`src/rtl/spi_master.sv`:
```
// spi_master: SPI mode-0 initiator for the 24-bit NPU command frame.
// Shifts tx_frame out MSB-first and captures the response byte from frame bits 7..14.
`default_nettype none

module spi_master #(
  parameter int CLK_DIV  = 4,
  parameter int CS_SETUP = 2,
  parameter int CS_HOLD  = 2,
  parameter int CS_GAP   = 8
) (
  input  logic        clk,
  input  logic        rst_n,
  input  logic        start,
  input  logic [23:0] tx_frame,
  output logic        busy,
  output logic        done,
  output logic [7:0]  rx_data,
  output logic        sclk,
  output logic        mosi,
  output logic        cs_n,
  input  logic        miso
);

  localparam int MAX_A  = (CLK_DIV > CS_SETUP) ? CLK_DIV : CS_SETUP;
  localparam int MAX_B  = (CS_HOLD > CS_GAP) ? CS_HOLD : CS_GAP;
  localparam int MAX_C  = (MAX_A > MAX_B) ? MAX_A : MAX_B;
  localparam int CW     = $clog2(MAX_C + 1);

  localparam logic [CW-1:0] LAST_DIV   = CW'(CLK_DIV - 1);
  localparam logic [CW-1:0] LAST_SETUP = CW'(CS_SETUP - 1);
  localparam logic [CW-1:0] LAST_HOLD  = CW'(CS_HOLD - 1);
  localparam logic [CW-1:0] LAST_GAP   = CW'(CS_GAP - 1);

  typedef enum logic [2:0] {
    IDLE    = 3'd0,
    SETUP   = 3'd1,
    XFER_LO = 3'd2,
    XFER_HI = 3'd3,
    HOLD    = 3'd4,
    GAP     = 3'd5
  } state_t;

  state_t        state, state_nx;
  logic [CW-1:0] cnt, cnt_nx;
  logic [4:0]    bit_idx, bit_nx;
  logic [22:0]   tx_sh, tx_sh_nx;
  logic [7:0]    rx_sh, rx_sh_nx, rx_data_nx;
  logic          busy_nx, done_nx, sclk_nx, mosi_nx, cs_n_nx;

  always_ff @(posedge clk) begin
    if (!rst_n) begin
      state   <= IDLE;
      cnt     <= '0;
      bit_idx <= '0;
      tx_sh   <= '0;
      rx_sh   <= '0;
      rx_data <= '0;
      busy    <= 1'b0;
      done    <= 1'b0;
      sclk    <= 1'b0;
      mosi    <= 1'b0;
      cs_n    <= 1'b1;
    end else begin
      state   <= state_nx;
      cnt     <= cnt_nx;
      bit_idx <= bit_nx;
      tx_sh   <= tx_sh_nx;
      rx_sh   <= rx_sh_nx;
      rx_data <= rx_data_nx;
      busy    <= busy_nx;
      done    <= done_nx;
      sclk    <= sclk_nx;
      mosi    <= mosi_nx;
      cs_n    <= cs_n_nx;
    end
  end

  // Outputs are computed one cycle ahead so every pin leaves a flop.
  always_comb begin
    state_nx   = state;
    cnt_nx     = cnt + 1'b1;
    bit_nx     = bit_idx;
    tx_sh_nx   = tx_sh;
    rx_sh_nx   = rx_sh;
    rx_data_nx = rx_data;
    busy_nx    = busy;
    done_nx    = 1'b0;
    sclk_nx    = sclk;
    mosi_nx    = mosi;
    cs_n_nx    = cs_n;

    unique case (state)
      IDLE: begin
        cnt_nx = '0;
        if (start) begin
          state_nx = SETUP;
          bit_nx   = '0;
          tx_sh_nx = tx_frame[22:0];
          rx_sh_nx = '0;
          cs_n_nx  = 1'b0;
          mosi_nx  = tx_frame[23];
          busy_nx  = 1'b1;
        end
      end
      SETUP: begin
        if (cnt == LAST_SETUP) begin
          state_nx = XFER_LO;
          cnt_nx   = '0;
        end
      end
      XFER_LO: begin
        if (cnt == LAST_DIV) begin
          state_nx = XFER_HI;
          cnt_nx   = '0;
          sclk_nx  = 1'b1;
        end
      end
      XFER_HI: begin
        if (cnt == LAST_DIV) begin
          cnt_nx  = '0;
          sclk_nx = 1'b0;
          if (bit_idx >= 5'd7 && bit_idx <= 5'd14) begin
            rx_sh_nx = {rx_sh[6:0], miso};
          end
          if (bit_idx == 5'd23) begin
            state_nx = HOLD;
          end else begin
            state_nx = XFER_LO;
            bit_nx   = bit_idx + 5'd1;
            mosi_nx  = tx_sh[22];
            tx_sh_nx = {tx_sh[21:0], 1'b0};
          end
        end
      end
      HOLD: begin
        if (cnt == LAST_HOLD) begin
          state_nx   = GAP;
          cnt_nx     = '0;
          cs_n_nx    = 1'b1;
          mosi_nx    = 1'b0;
          rx_data_nx = rx_sh;
          done_nx    = 1'b1;
        end
      end
      GAP: begin
        if (cnt == LAST_GAP) begin
          state_nx = IDLE;
          cnt_nx   = '0;
          busy_nx  = 1'b0;
        end
      end
      default: begin
        state_nx = IDLE;
        cnt_nx   = '0;
      end
    endcase
  end

endmodule

`default_nettype wire

```
`config.mk`:
```
export PLATFORM = sky130hd
export DESIGN_NAME = spi_master
export DESIGN_NICKNAME = d
export VERILOG_FILES = /design/src/rtl/spi_master.sv
export SDC_FILE = /design/constraint.sdc
export NUM_CORES = 1
export LEC_CHECK = 0
export ABC_AREA = 1
export BUFFER_PORTS_ARGS = -buffer_cell sky130_fd_sc_hd__buf_2
export CORE_MARGIN = 2
export CORE_UTILIZATION = 56
export DETAILED_ROUTE_END_ITERATION = 10
export GPL_TIMING_DRIVEN = 0
export PLACE_DENSITY_LB_ADDON = 0.15
export SETUP_SLACK_MARGIN = 0.02
export SKIP_CTS_REPAIR_TIMING = 1
export SLEW_MARGIN = 25
export SYNTH_ARGS = -nofsm -noshare
export SYNTH_HDL_FRONTEND = slang
export SYNTH_SLANG_ARGS = --single-unit
```
`constraint.sdc`:
```
create_clock -name clk -period 2.04 [get_ports clk]
set_input_delay 0.102 -clock clk [delete_from_list [all_inputs] [get_ports clk]]
set_output_delay 0.102 -clock clk [all_outputs]
set_load 0.005 [all_outputs]
```
==> results_dict.tcl <==
set metrics [dict create \
    min-delay-start "tx_frame[0]" \
    syn_nets 439 \
    dp.final_hpwl_mm 3.81 \
    register_area_um2 1120 \
    power.leakage_uw 0.00150 \
    netlist_area_um2 2680 \
    r2r_start "cnt[0]$_SDFF_PN0_" \
    nNetsFinal 486 \
    clock_latency_ns 0.31 \
    ys_warn_count 0 \
    root_buffer "clkbuf_8" \
    grt.total_usage_pct 21.9 \
    fmax_mhz 591 \
    maxSlewHeadroom_pct 67.6 \
    rr_worst_depth 9 \
    synth_compound_area_share_pct 9.02 \
    numPortBuffers 40 \
    drv_cap 0 \
    synth_mux_area_share_pct 0 \
    synthSimpleGateAreaFrac_pct 38.1 \
    rows 25 \
    synth_top_family_by_area "simple AND/OR/NAND/NOR gates" \
    reg2reg_setup_slack_ns 0.35 \
    seqPwrFrac_pct 41.6 \
    syn_avg_cell_area_um2 6.58 \
    place.gp.congestion 0.823 \
    start_kind "flop" \
    avgRoutedWirePerCell_um 10.5 \
    synthXorXnorAreaFrac_pct 0.982 \
    grt_max_degree 18 \
    routed_wl_mm 5.36 \
    drt-pass1-iter-count 4 \
    synth_cell_types 26 \
    synth_fa_ha_area_share_pct 1.87 \
    grt_pass1_vias 2168 \
    power_uw 3820 \
    status "completed" \
    routed_via_density 4.97 \
    holdPathEnd "tx_sh[0]$_SDFFE_PN0P_" \
    placed_area_um2 2940 \
    die-area_um2 5350 \
    areaGrowthSynthToFinish_pct 13.6 \
    multi_input_area_um2 1340 \
    path_clk_slew_ns 0.10 \
    initial_core_util_pct 57.4 \
    fin_crit_sh_pct 83.0 \
    dr.first_iter.drc_count 184 \
    totalNegativeSetupSlack_ns 0 \
    crit_type "reg2reg" \
    stdcell_count 509 \
    vias 2529 \
    drive_gt1_share_pct 14.9 \
    peakVddDrop_mv 0.654 \
    hp-class "in2reg" \
    min_period_ns 1.69 \
    synth.ff_latch_count 56 \
    cts_buffer_depth 2 \
    cp.required_ns 2.28 \
    setup_viol 0 \
    p_sw_share_pct 40.6 \
    fp.dieH_um 73.1 \
    nFillCells 455 \
    hold_depth 3 \
    p_sw_uw 1550 \
    synth_cells 407 \
    power_density_nw_per_um2 1260 \
    antenna_found_initial 0 \
    tightestPinTransition_ns 0.486 \
    cp_max_fo 10 \
    pwr-share-comb_pct 41.7 \
    fin_ws_ns 0.347 \
    slew_violations 0 \
    synth_top_cell_by_area "dfxtp_1" \
    numCtsBuffers 5 \
    cts-htree-levels 2 \
    crit_path_start "cnt[0]$_SDFF_PN0_" \
    core_area_um2 4660 \
    ioPinCount 41 \
    synth_area_leaders "dfxtp_1 (42%), nand2_1 (18%), nor2_1 (12%)" \
    p_clk_share_pct 16.7 \
    ant_nets 0 \
    dpl_worst_slack_ns 0.356 \
    reg2reg_to "bit_idx[0]$_SDFFE_PN0P_" \
    fin_area_um2 3040 \
    cp-end-kind "flop" \
    grt_pass1_wl_mm 9.30 \
    finalHoldViolations 0 \
    synth_top_area_share_pct 41.9 \
    fin_skew_ns 0.00633 \
    rsz0062_at_grt "no" \
    critPathArrivalTime_ns 1.93 \
    drc 0 \
    yosysSeqAreaShare_pct 41.9 \
    cts_tree "done" \
    die_w_um 73.1 \
    antenna_cells 0 \
    overflow 0 \
    placedCellCount 501 \
    internal_power_uw 2270 \
    clock_sinks 56 \
]
-- power groups by stage --
| stage | clock network [uW] | registers (uW) | logic [uW] |
|---|---|---|---|
| finish | 637 | 1590 | 1590 |
| global route | 702 | 1630 | 1840 |
| floorplan | 0 | 1580 | 1250 |
| global placement | 0 | 1600 | 1560 |
| CTS | 650 | 1590 | 1600 |
| detailed placement | 0 | 1610 | 1580 |
-- per-stage QoR --
step	utilization (%)	hold slack (ns)
after global placement	63.2	0.393
after detailed placement	63.2	0.394
after global routing	65.2	0.0743
final	65.2	0.0608
after floorplan	-	0.266
after CTS	65.2	0.0584
-- cells by family after synthesis --
| logic type | count (synthesis) |
|---|---|
| AND/OR/NAND/NOR | 251 |
| adder cells (fa/ha/maj) | 4 |
| flip-flops | 56 |
| AO/OA/AOI/OAI | 47 |
| XOR/XNOR | 3 |
| buffers and inverters | 46 |
-- cell usage in the layout (no fill, tap or decap), drive strengths merged --
master and n:
nor2 89, nor3 2, dfxtp 56, nand3 24
o31ai 1, ha 4, clkinv 2, buf 53
xor2 3, a21oi 12, a22o 1, nand3b 2
or2 1, o21ai 33, nand2 133, clkbuf 9
inv 30
-- sequential cells by signal, summed over array words and instances (netlist names) --
signal and cells:
sclk 1, rx_sh 8, cs_n 1, state 3
tx_sh 23, mosi 1, cnt 4, done 1
bit_idx 5, busy 1, rx_data 8
-- cell usage after synthesis --
cell	number
o21ai_0	24
inv_1	27
ha_1	4
nand3b_1	2
nor2_8	1
nand3_1	24
nor2_1	85
nand2_1	131
dfxtp_1	56
nand2_2	2
buf_2	4
inv_2	2
nor3_1	2
a21oi_1	12
clkbuf_1	3
or2_2	1
nor2_4	1
a22o_1	1
buf_6	4
buf_4	3
o21ai_1	9
clkinv_1	1
xor2_1	3
o31ai_1	1
nor2_2	2
buf_1	2
-- worst max path at each step --
stage | to | slack [ns] | depth (start not counted)
after floorplan | tx_sh[10]$_SDFFE_PN0P_ | 0.58 | 10
after global placement | tx_sh[11]$_SDFFE_PN0P_ | 0.41 | 10
after detailed placement | bit_idx[0]$_SDFFE_PN0P_ | 0.36 | 9
after CTS | bit_idx[0]$_SDFFE_PN0P_ | 0.34 | 9
after global routing | tx_sh[12]$_SDFFE_PN0P_ | 0.16 | 10
final | bit_idx[0]$_SDFFE_PN0P_ | 0.35 | 9
-- critical path: stages, from the launching register on --
cell and delay (ns):
dfxtp_1 0.39, ha_1 0.19, nand3_1 0.15, nand2_1 0.10, nand2_2 0.09, nor2_2 0.18
buf_6 0.17, buf_6 0.14, nand2_1 0.05, a21oi_1 0.16
-- final cells by class --
class | instances | area share, %
plain buffers | 16 | 3.50
inverters | 30 | 3.70
clock inverters | 2 | 0.453
flip-flops and latches | 56 | 36.9
repair buffers | 40 | 6.58
clock buffers | 6 | 2.72
multi-input cells | 305 | 44.0
well taps | 54 | 2.22
-- metal layers --
layer	share of wire, %	track usage (%)	vias to the layer above	routed length [um]
met3	6.0	5.25	7	321
met5	0	0	-	0
met2	47	38.0	75	2510
met4	1.3	6.79	0	68
li1	-	-	1359	-
met1	46	26.6	1088	2460
Note: power is estimated with default switching activity, not from simulation.
